$ cat config.mk
export PLATFORM = sky130hd
export DESIGN_NAME = math_op_arbiter
export DESIGN_NICKNAME = d
export VERILOG_FILES = /design/src/rtl/math_op_pkg.sv /design/src/rtl/math_operators.sv /design/src/rtl/math_op_arbiter.sv
export SDC_FILE = /design/constraint.sdc
export NUM_CORES = 1
export LEC_CHECK = 0
export ABC_AREA = 0
export CAP_MARGIN = 20
export CORE_ASPECT_RATIO = 2
export CORE_MARGIN = 10
export CORE_UTILIZATION = 52
export DETAILED_ROUTE_END_ITERATION = 7
export PLACE_DENSITY = 0.9
export SYNTH_ARGS = -nofsm -noshare
export SYNTH_HDL_FRONTEND = slang
export SYNTH_HIERARCHICAL = 1
export SYNTH_SLANG_ARGS = --single-unit
$ cat constraint.sdc
create_clock -name clk -period 5.7 [get_ports clk]
set_input_delay 0.57 -clock clk [delete_from_list [all_inputs] [get_ports clk]]
set_output_delay 0.57 -clock clk [all_outputs]
set_load 0.02 [all_outputs]
$ cat src/rtl/math_op_pkg.sv
// Shared types for the math_op_arbiter slice.
//   op_t         : operation code carried by each request
//   slot_state_t : occupancy of the single-entry response register
package math_op_pkg;

  typedef enum logic [1:0] {
    OP_ADD = 2'b00,
    OP_SUB = 2'b01,
    OP_MUL = 2'b10,
    OP_RSV = 2'b11
  } op_t;

  typedef enum logic {
    EMPTY = 1'b0,
    FULL  = 1'b1
  } slot_state_t;

endpackage

$ cat src/rtl/math_operators.sv
// Combinational arithmetic unit shared by all requesters.
//   a, b : unsigned operands, WIDTH bits
//   s    : a + b  mod 2^WIDTH
//   d    : a - b  mod 2^WIDTH
//   p    : full unsigned product, 2*WIDTH bits
module math_operators #(
  parameter int WIDTH = 4
) (
  input  logic [WIDTH-1:0]   a,
  input  logic [WIDTH-1:0]   b,
  output logic [WIDTH-1:0]   s,
  output logic [WIDTH-1:0]   d,
  output logic [2*WIDTH-1:0] p
);

  logic [2*WIDTH-1:0] a_ext;
  logic [2*WIDTH-1:0] b_ext;

  assign a_ext = {{WIDTH{1'b0}}, a};
  assign b_ext = {{WIDTH{1'b0}}, b};

  assign s = a + b;
  assign d = a - b;
  assign p = a_ext * b_ext;

endmodule

$ cat src/rtl/math_op_arbiter.sv
// Two-requester round-robin front end for one shared math_operators unit.
//   clk, reset                : clock, asynchronous active-high reset
//   reqN_valid/ready          : request handshake for requester N (0/1)
//   reqN_op, reqN_a, reqN_b   : operation code and operands
//   rsp_valid/ready           : response handshake (single-entry register)
//   rsp_id                    : requester that issued the held result
//   rsp_result                : 2*WIDTH result (add/sub zero-extended)
//   rsp_err                   : held result came from a reserved opcode
module math_op_arbiter
  import math_op_pkg::*;
#(
  parameter int WIDTH = 4
) (
  input  logic               clk,
  input  logic               reset,
  input  logic               req0_valid,
  output logic               req0_ready,
  input  op_t                req0_op,
  input  logic [WIDTH-1:0]   req0_a,
  input  logic [WIDTH-1:0]   req0_b,
  input  logic               req1_valid,
  output logic               req1_ready,
  input  op_t                req1_op,
  input  logic [WIDTH-1:0]   req1_a,
  input  logic [WIDTH-1:0]   req1_b,
  output logic               rsp_valid,
  input  logic               rsp_ready,
  output logic               rsp_id,
  output logic [2*WIDTH-1:0] rsp_result,
  output logic               rsp_err
);

  function automatic logic [2*WIDTH-1:0] select_result(
    input op_t                op,
    input logic [WIDTH-1:0]   s,
    input logic [WIDTH-1:0]   d,
    input logic [2*WIDTH-1:0] p
  );
    logic [2*WIDTH-1:0] r;
    case (op)
      OP_ADD:  r = {{WIDTH{1'b0}}, s};
      OP_SUB:  r = {{WIDTH{1'b0}}, d};
      OP_MUL:  r = p;
      default: r = '0;
    endcase
    return r;
  endfunction

  slot_state_t        state_q, state_d;
  logic               last_grant_q;
  logic               slot_free;
  logic               winner_p0;
  logic               accept_p0;
  op_t                op_p0;
  logic [WIDTH-1:0]   a_p0;
  logic [WIDTH-1:0]   b_p0;
  logic [WIDTH-1:0]   s_p0;
  logic [WIDTH-1:0]   d_p0;
  logic [2*WIDTH-1:0] p_p0;
  logic [2*WIDTH-1:0] res_p0;
  logic               err_p0;

  logic               vld_p1;
  logic               id_p1;
  logic [2*WIDTH-1:0] res_p1;
  logic               err_p1;

  // ---- stage p0: arbitration, operand mux, shared datapath ----
  always_comb begin
    state_d   = state_q;
    slot_free = (state_q == EMPTY) || rsp_ready;
    // On a tie the requester that did not win last time goes next.
    if (req0_valid && req1_valid) winner_p0 = ~last_grant_q;
    else                          winner_p0 = req1_valid;
    accept_p0  = slot_free && (req0_valid || req1_valid);
    req0_ready = slot_free && !winner_p0 && req0_valid;
    req1_ready = slot_free &&  winner_p0 && req1_valid;
    case (state_q)
      EMPTY:   if (accept_p0) state_d = FULL;
      FULL:    if (rsp_ready && !accept_p0) state_d = EMPTY;
      default: state_d = EMPTY;
    endcase
  end

  assign op_p0 = winner_p0 ? req1_op : req0_op;
  assign a_p0  = winner_p0 ? req1_a  : req0_a;
  assign b_p0  = winner_p0 ? req1_b  : req0_b;

  math_operators #(.WIDTH(WIDTH)) u_ops (
    .a (a_p0),
    .b (b_p0),
    .s (s_p0),
    .d (d_p0),
    .p (p_p0)
  );

  assign res_p0 = select_result(op_p0, s_p0, d_p0, p_p0);
  assign err_p0 = (op_p0 == OP_RSV);

  always_ff @(posedge clk or posedge reset) begin
    if (reset) begin
      state_q      <= EMPTY;
      last_grant_q <= 1'b1;
    end else begin
      state_q <= state_d;
      if (accept_p0) last_grant_q <= winner_p0;
    end
  end

  // ---- stage p1: response register ----
  // Reset clears the payload too so a discarded result never reappears.
  always_ff @(posedge clk or posedge reset) begin
    if (reset) begin
      id_p1  <= 1'b0;
      res_p1 <= '0;
      err_p1 <= 1'b0;
    end else if (accept_p0) begin
      id_p1  <= winner_p0;
      res_p1 <= res_p0;
      err_p1 <= err_p0;
    end
  end

  assign vld_p1     = (state_q == FULL);
  assign rsp_valid  = vld_p1;
  assign rsp_id     = id_p1;
  assign rsp_result = res_p1;
  assign rsp_err    = err_p1;

endmodule

# After elaboration in Yosys (flattened, before gate mapping)

Index checks and enable logic that the tools add are counted.

Add/sub/neg operators: 2
Multiply operators: 1
Equality and inequality tests: 3
Muxes and demuxes: 8
Bitwise logic cells: 2
Reduce and logical (&&, ||, !) cells: 12

Operators by type and width:

| kind               | number |
|---|---|
| $pmux 8 s3         | 1 |
| $mul 4x4->8        | 1 |
| $mux 4             | 2 |
| $logic_and 1x1->1  | 7 |
| $add 4x4->4        | 1 |
| $eq 2x2->1 const B | 2 |
| $sub 4x4->4        | 1 |
| $mux 1             | 3 |
| $eq 2x1->1 const B | 1 |
| $logic_not 1->1    | 2 |
| $logic_not 2->1    | 1 |
| $logic_or 1x1->1   | 2 |
| $mux 2             | 1 |
| $not 1->1          | 2 |
| $pmux 1 s2         | 1 |

Register bits: 12
Output and inout bits: 13
Logic and storage cells: 33

# Longest topological paths before layout

Gate-level depths: netlist of the first run.

Depth in word-level cells: 7
Gate-level depth with buffers: 15
Gate-level depth less buffers: 14

# Cells and area by module

Netlist of the first run, hierarchy kept.

By module, submodules not included:

| module          | times used | cells each | area an instance (sq um) | seq. area each (sq um) |
|---|---|---|---|---|
| math_op_arbiter | 1          | 66         | 706.9                    | 301.5 |
| math_operators  | 1          | 77         | 646.9                    | 0.0 |

# Worst setup path before layout of the first run

Ideal clock, no wire load.

Path type: input port to flip-flop
Start: input port req1_valid
End: register res_p1[6], in the netlist rsp_result[6]
Setup time: 121 ps
Arrival: 3,496 ps
Data required time: 5,579 ps
Slack: 2,083 ps
Stages on the path: 14
Buffers on the path: 1
Path through: a21boi_4 > buf_2 > mux2_2 > nand2_1 > fa_1 > inv_1 > fa_1 > inv_1 > fa_1 > inv_1 > a21o_1 > a21oi_1 > xnor2_1 > a22o_1

Cells in the longest elaborated chain, start to end: 5
Elaborated cells on any way between the ends: 12
Those cells by class: mul (1); eq/ne (2); mux (5); reduce/logical (4)

RTL lines:

| element              | RTL line               | text |
|---|---|---|
| from (decl)          | math_op_arbiter.sv:21  | `input logic req1_valid,` |
| $logic_and 1x1->1    | math_op_arbiter.sv:73  | `if (req0_valid && req1_valid) winner_p0 = ~last_grant_q;` |
| $mux 1 (*)           | math_op_arbiter.sv:73  |  |
| $mux 4 (*)           | math_op_arbiter.sv:87  | `assign b_p0 = winner_p0 ? req1_b : req0_b;` |
| via b_p0[3]          | math_op_arbiter.sv:56  | `logic [WIDTH-1:0] b_p0;` |
| $mul 4x4->8 (*)      | math_operators.sv:24   | `assign p = a_ext * b_ext;` |
| via p_p0[6]          | math_op_arbiter.sv:59  | `logic [2*WIDTH-1:0] p_p0;` |
| $pmux 8 s3 (*)       | math_op_arbiter.sv:40  | `case (op)` |
| to (signal assigned) | math_op_arbiter.sv:119 | `res_p1 <= res_p0;` |
| to (decl)            | math_op_arbiter.sv:65  | `logic [2*WIDTH-1:0] res_p1;` |

Mark *: on every way through the listed nets, which the timed path passes. The rest lies on a longest branch.
A chain may end at the register's enable or synchronous reset.

# Worst setup path in the final report of the first run

Start: input port req1_valid
End: register res_p1[6], in the netlist rsp_result[6]

Cells in the longest elaborated chain, start to end: 5
Elaborated cells on any way between the ends: 12
Those cells by class: mul (1); eq/ne (2); mux (5); reduce/logical (4)

RTL lines:

| element           | RTL line              | text |
|---|---|---|
| $logic_and 1x1->1 | math_op_arbiter.sv:73 |  |
| $mux 1 (*)        | math_op_arbiter.sv:73 |  |
| $mux 4 (*)        | math_op_arbiter.sv:86 | `assign a_p0 = winner_p0 ? req1_a : req0_a;` |
| via a_p0[1]       | math_op_arbiter.sv:55 | `logic [WIDTH-1:0] a_p0;` |
| $mul 4x4->8 (*)   | math_operators.sv:24  |  |
| via p_p0[6]       | math_op_arbiter.sv:59 |  |
| $pmux 8 s3 (*)    | math_op_arbiter.sv:40 |  |

Marked as above.

==> flow_summary.ini, run 1 <==
[critical_path]
worst_setup_path_start_kind = input pin
r2r_start = last_grant_q$_DFFE_PP1P_
setup.worst_path.end_class = register
critPathMaxFanout = 16
required_ps = 5820
arrival_ps = 4200
critical_path_class = input pin to register
cp-startpoint = req1_valid

[layout]
ff_latch_area_um2 = 301.5
final_area_mm2 = 0.001788
fillers = 213
fin_util = 0.7046
drive_gt1_frac = 0.09392
multi_input_area_um2 = 945.9
antennaDiodeCount = 0
instances_no_fill = 209
area_growth_pct = 32.07
nNetsFinal = 232

[global_route]
grt_pass1_wl_um = 5526
grt_usage = 0.1264
grt_pass1_vias = 1286
grt_max_degree = 17
antenna_found_initial = 0
grt-ovfl-total = 0

[yosys]
synthTopCellsByCount = inv_1 (24), ha_1 (19), nand2_1 (13), dfrtp_1 (11), mux2_2 (8)
yosysTopAreaCell = dfrtp_1
synthFlopType = dfrtp_1
yosys-top-cells-area = dfrtp_1 (20%), ha_1 (18%), fa_1 (8.9%), inv_1 (6.7%), mux2_2 (6.7%)
syn_area_mm2 = 0.001354
synth_cells = 143
async_flop_share = 1.000
synth_fp_nets = 193
synth-edff-count = 0
synth_warnings = 6
synth-seq-cells = 12
yosysTopAreaCellShare = 0.2033
ys_seq_area_frac = 0.2227
yosysMostFrequentCell = inv_1
syn_area_per_cell_um2 = 9.467
ys_types = 32

[clocking]
hold_buffers = 0
cts_tree = done
postCtsSetupBuffers = 0
cts_resized = 0
clock-sinks = 12
clock_latency_ps = 240
cts_buffers = 3
clockBufferDepth = 2
cts_max_level = 1
clkSlewWorstSetupHoldPaths_ps = 50
cts-root-buf = clkbuf_8

[floorplan]
dieArea_mm2 = 0.005168
start_util = 0.5335
fp.dieW_um = 56.08
die_h_um = 92.16
row_count = 26
io_pins = 38
core_region_area_mm2 = 0.002537

[drt]
wl_um = 3280
viasPerCell = 5.517
wl_met3_um = 188
antenna_left = 0
wire_per_inst_um = 15.69
vias = 1153
met1_length_um = 1112
drc = 0
top_layer = met4
wl_met2_um = 1909
firstDrtPassIters = 3
drtIter0Drc = 15

[place]
io_buffer_count = 37
dpl.cell_count = 205
dp_hpwl_um = 2877
dpl_cell_area_mm2 = 0.001743
dp_slack_ps = 1352
place_congestion = 0.8578

[timing]
fin_crit_ps = 4080
clock.fmax_ghz = 0.2451
clock_skew_ps = 5.447
finalSetupTns_ps = 0
setup_viol = 0
relSlewSlack = 0.3595
hold_violations = 0
rsz0062_at_grt = no
fin_crit_sh = 0.7158
worst_pin_slew_ps = 954.4
holdWs_ps = 473.5
drv_slew = 0
fin_ws_ps = 1620

[power]
p_total_uw = 426.2
p_per_area_mw_per_mm2 = 238.4
leakage_nw = 0.8823
ir_drop_uv = 102.8

[hold_path]
min_from = rsp_id$_DFFE_PP0P_
hold_class = register to register

[run]
maxCapViolCount = 0

[status]
outcome = finished, final reports clean
[final timing paths]
check / cells after the start / slack [ps] / end
max in group asynchronous: 2 / 4700 / last_grant_q$_DFFE_PP1P_
min reg2reg: 1 / 470 / rsp_id$_DFFE_PP0P_
max: 14 / 1620 / rsp_result[6]$_DFFE_PP0P_
max reg2reg: 13 / 2140 / rsp_result[6]$_DFFE_PP0P_
min in group asynchronous: 2 / 650 / rsp_result[3]$_DFFE_PP0P_
min: 1 / 470 / rsp_id$_DFFE_PP0P_
[flip-flops by register name (all words and copies together), names as in the netlist]
signal and count:
rsp_id 1, rsp_err 1, last_grant_q 1, rsp_result 8
rsp_valid 1
[layer usage]
metal	up-vias	GRT usage
met1	558	0.09968
met4	0	0.05242
met2	35	0.2621
met5	-	0
met3	8	0.03867
li1	552	-
[layout make-up]
type	count	area share
clock buffers	4	0.02519
inverters	24	0.05039
multi-input cells	104	0.5290
flip-flops and latches	12	0.1686
well taps	28	0.01959
repair buffers	37	0.2071
[cells in the final DEF, fill, tap and decap left out, types with 2 or more instances in the layout]
master            n
fa_1              6
xor2_1            3
mux2i_1           5
o221ai_1          4
xnor2_1           5
inv_1            24
o21ai_0           3
clkbuf_8          3
and2_1            6
ha_1             19
nor2_1            5
nor2b_1           2
o21bai_1          2
a22o_1            4
dfrtp_1          11
a21o_1            3
nand2b_1          3
mux2_2            8
clkdlybuf4s50_1  37
nand2_1          13
a21oi_1           4
[kinds of logic (layout without fill, tap and decap cells)]
group | after synthesis | after routing | synth area share
AND/OR/NAND/NOR | 30 | 30 | 0.1063
AO/OA/AOI/OAI | 27 | 27 | 0.1562
buffers and inverters | 27 | 65 | 0.07856
adder cells (fa/ha/maj) | 25 | 25 | 0.2643
multiplexers | 14 | 14 | 0.1202
flip-flops | 12 | 12 | 0.2227
XOR/XNOR | 8 | 8 | 0.05176
[worst max-delay path, stage by stage]
cell and delay (ps):
clkdlybuf4s50_1 510, a21boi_4 500, mux2_2 330, nand2_1 90, fa_1 510, inv_1 60
fa_1 550, inv_1 70, fa_1 450, inv_1 70, a21o_1 100, a21oi_1 70
xnor2_1 130, a22o_1 190
[power by group]
group | leakage, nW | internal (mW) | switching (mW)
Clock | 0.0228 | 0.0491 | 0.0292
Sequential | 0.151 | 0.102 | 0.00914
Combinational | 0.709 | 0.116 | 0.121
No activity file was read; power rests on OpenSTA's default activity.
==> run 2, diff against run 1 <==
--- a/config.mk
+++ b/config.mk
@@ -9,9 +9,9 @@
 export CAP_MARGIN = 20
 export CORE_ASPECT_RATIO = 2
 export CORE_MARGIN = 10
-export CORE_UTILIZATION = 52
+export CORE_UTILIZATION = 43
 export DETAILED_ROUTE_END_ITERATION = 7
-export PLACE_DENSITY = 0.9
+export PLACE_DENSITY = 0.8
 export SYNTH_ARGS = -nofsm -noshare
 export SYNTH_HDL_FRONTEND = slang
 export SYNTH_HIERARCHICAL = 1
==> constraint.sdc (replaced) <==
create_clock -name clk -period 3.4 [get_ports clk]
set_input_delay 0.34 -clock clk [delete_from_list [all_inputs] [get_ports clk]]
set_output_delay 0.34 -clock clk [all_outputs]
set_load 0.02 [all_outputs]
==> run 2 against run 1 <==
Net effect:
- final cell count is 11% higher
- sequential power is 68% higher
- sequential share of layout area is 1.7 points lower
- setup slack got worse by 1500 ps
- power increased by 87%
- highest routed layer unchanged
==> flow_summary.ini, run 2 (synthesis gave the netlist of run 1 again) <==
[status]
outcome = finished, final reports clean

[timing]
clock.fmax_ghz = 0.3084
finalSetupTns_ps = 0
rsz0062_at_grt = no
clock_skew_ps = 8.531
fin_crit_sh = 0.9537
hold_violations = 0
worst_pin_slew_ps = 475.8
relSlewSlack = 0.6825
fin_crit_ps = 3243
drv_slew = 0
setup_viol = 0

[place]
dpl.cell_count = 226
dp_hpwl_um = 3100
place_congestion = 0.9308
io_buffer_count = 37
dpl_cell_area_mm2 = 0.001888

[layout]
fin_util = 0.6693
mostFrequentLayoutCell = clkdlybuf4s50_1
final_cell_mix = clkdlybuf4s50_1 (35), inv_1 (24), buf_4 (20)
nNetsFinal = 253
ff_latch_area_um2 = 301.5
antennaDiodeCount = 0
instances_no_fill = 232
drive_gt1_frac = 0.1980
largest_register_ff_count = 8
area_growth_pct = 47.23
fillers = 219
multi_input_area_um2 = 970.9
final_area_mm2 = 0.001993

[power]
ir_drop_uv = 186.1
p_per_area_mw_per_mm2 = 399.8
p_total_uw = 796.9
leakage_nw = 1.021

[clocking]
cts_tree = done
clock-sinks = 12
cts-root-buf = clkbuf_8
cts_buffers = 3
cts_max_level = 1
clock_latency_ps = 250
clkSlewWorstSetupHoldPaths_ps = 60
clockBufferDepth = 2

[floorplan]
io_pins = 38
fp.dieW_um = 59.68
row_count = 28
dieArea_mm2 = 0.005929
die_h_um = 99.35
start_util = 0.4546
core_region_area_mm2 = 0.002978

[critical_path]
critPathMaxFanout = 8
required_ps = 3530
regToRegSetupSlack_ps = 160
setup.worst_path.end_class = register
worst_setup_path_start_kind = register
r2r_start = last_grant_q$_DFFE_PP1P_
reg2reg_depth = 14
critical_path_class = register to register
timing.rr.end = rsp_result[6]$_DFFE_PP0P_
arrival_ps = 3370

[global_route]
grt-ovfl-total = 0
grt_max_degree = 16
antenna_found_initial = 0
grt_pass1_vias = 1353
grt_usage = 0.1256
grt_pass1_wl_um = 5975

[drt]
wire_per_inst_um = 15.69
drc = 0
viasPerCell = 5.272
drtIter0Drc = 10
antenna_left = 0
vias = 1223
wl_um = 3639
firstDrtPassIters = 4

[hold_path]
hold_class = input pin to async pin

[run]
maxCapViolCount = 0
[run 2: cell count changes in the layout (fill, tap and decap cells not counted), sizes merged]
cell / before / now
buf: 0 / 21
clkdlybuf4s50: 37 / 35
dlygate4sd2: 0 / 2
[run 2: power by group]
part,switching [mW],leakage [nW],internal (mW),total (mW)
clock network,0.0549,0.0288,0.102,0.157
registers,0.0150,0.151,0.171,0.186
logic,0.217,0.842,0.236,0.453
[run 2: what timing repair did]
item	CTS	global route
resized for setup	10	0
setup endpoints to repair	4	2
hold buffers	0	0
pin swaps	1	3
setup buffers	1	1
[run 2: worst max path at each step]
stage	from	endpoint	slack, ps	cells after the start
5_1_grt	last_grant_q$_DFFE_PP1P_	rsp_result[7]$_DFFE_PP0P_	8	13
3_3_place_gp	req1_valid	rsp_result[6]$_DFFE_PP0P_	-360	14
2_1_floorplan	last_grant_q$_DFFE_PP1P_	rsp_result[6]$_DFFE_PP0P_	7	14
3_5_place_dp	req1_valid	rsp_result[6]$_DFFE_PP0P_	-460	14
6_report	last_grant_q$_DFFE_PP1P_	rsp_result[6]$_DFFE_PP0P_	160	14
4_1_cts	last_grant_q$_DFFE_PP1P_	rsp_result[6]$_DFFE_PP0P_	70	14
[run 2: layout make-up]
| type | instances | share of cell area |
|---|---|---|
| sequential | 12 | 0.1513 |
| inverter | 24 | 0.04520 |
| timing repair buffer | 58 | 0.2699 |
| multi-input combinational | 104 | 0.4871 |
| tap | 30 | 0.01883 |
| clock buffer | 4 | 0.02762 |
[run 2: layer usage]
layer | global-route usage | routed length, µm | vias up | part of all wire
met1 | 0.1083 | 1151 | 573 | 0.32
met4 | 0.04688 | 61 | 0 | 0.017
met2 | 0.2500 | 2201 | 41 | 0.60
met5 | 0 | 0 | - | 0
met3 | 0.03057 | 224 | 8 | 0.062
li1 | - | - | 601 | -
[run 2: through the flow]
stage               setup slack (ps)  hold slack [ps]
floorplan                      6.539            204.0
global placement              -358.1            464.2
finish                         157.5            405.2
detailed placement            -462.4            469.6
CTS                            65.36            420.5
global route                   7.865            464.5
[run 2: critical path: stages, from the launching register on]
cell and delay, ps:
dfstp_2 550, a21boi_4 60, buf_12 140, mux2_4 200, nand2_1 80, fa_1 530, inv_1 50, fa_1 500
inv_1 70, fa_2 390, inv_1 60, a21o_1 100, a21oi_1 70, xnor2_1 130, a22o_1 200
==> run 3, diff against run 2 <==
--- a/config.mk
+++ b/config.mk
@@ -6,7 +6,7 @@
 export NUM_CORES = 1
 export LEC_CHECK = 0
 export ABC_AREA = 0
-export CAP_MARGIN = 20
+export CAP_MARGIN = 40
 export CORE_ASPECT_RATIO = 2
 export CORE_MARGIN = 10
 export CORE_UTILIZATION = 43
==> results of run 3 <==
Same layout as run 2: the final DEF is identical, and so are final timing and power.
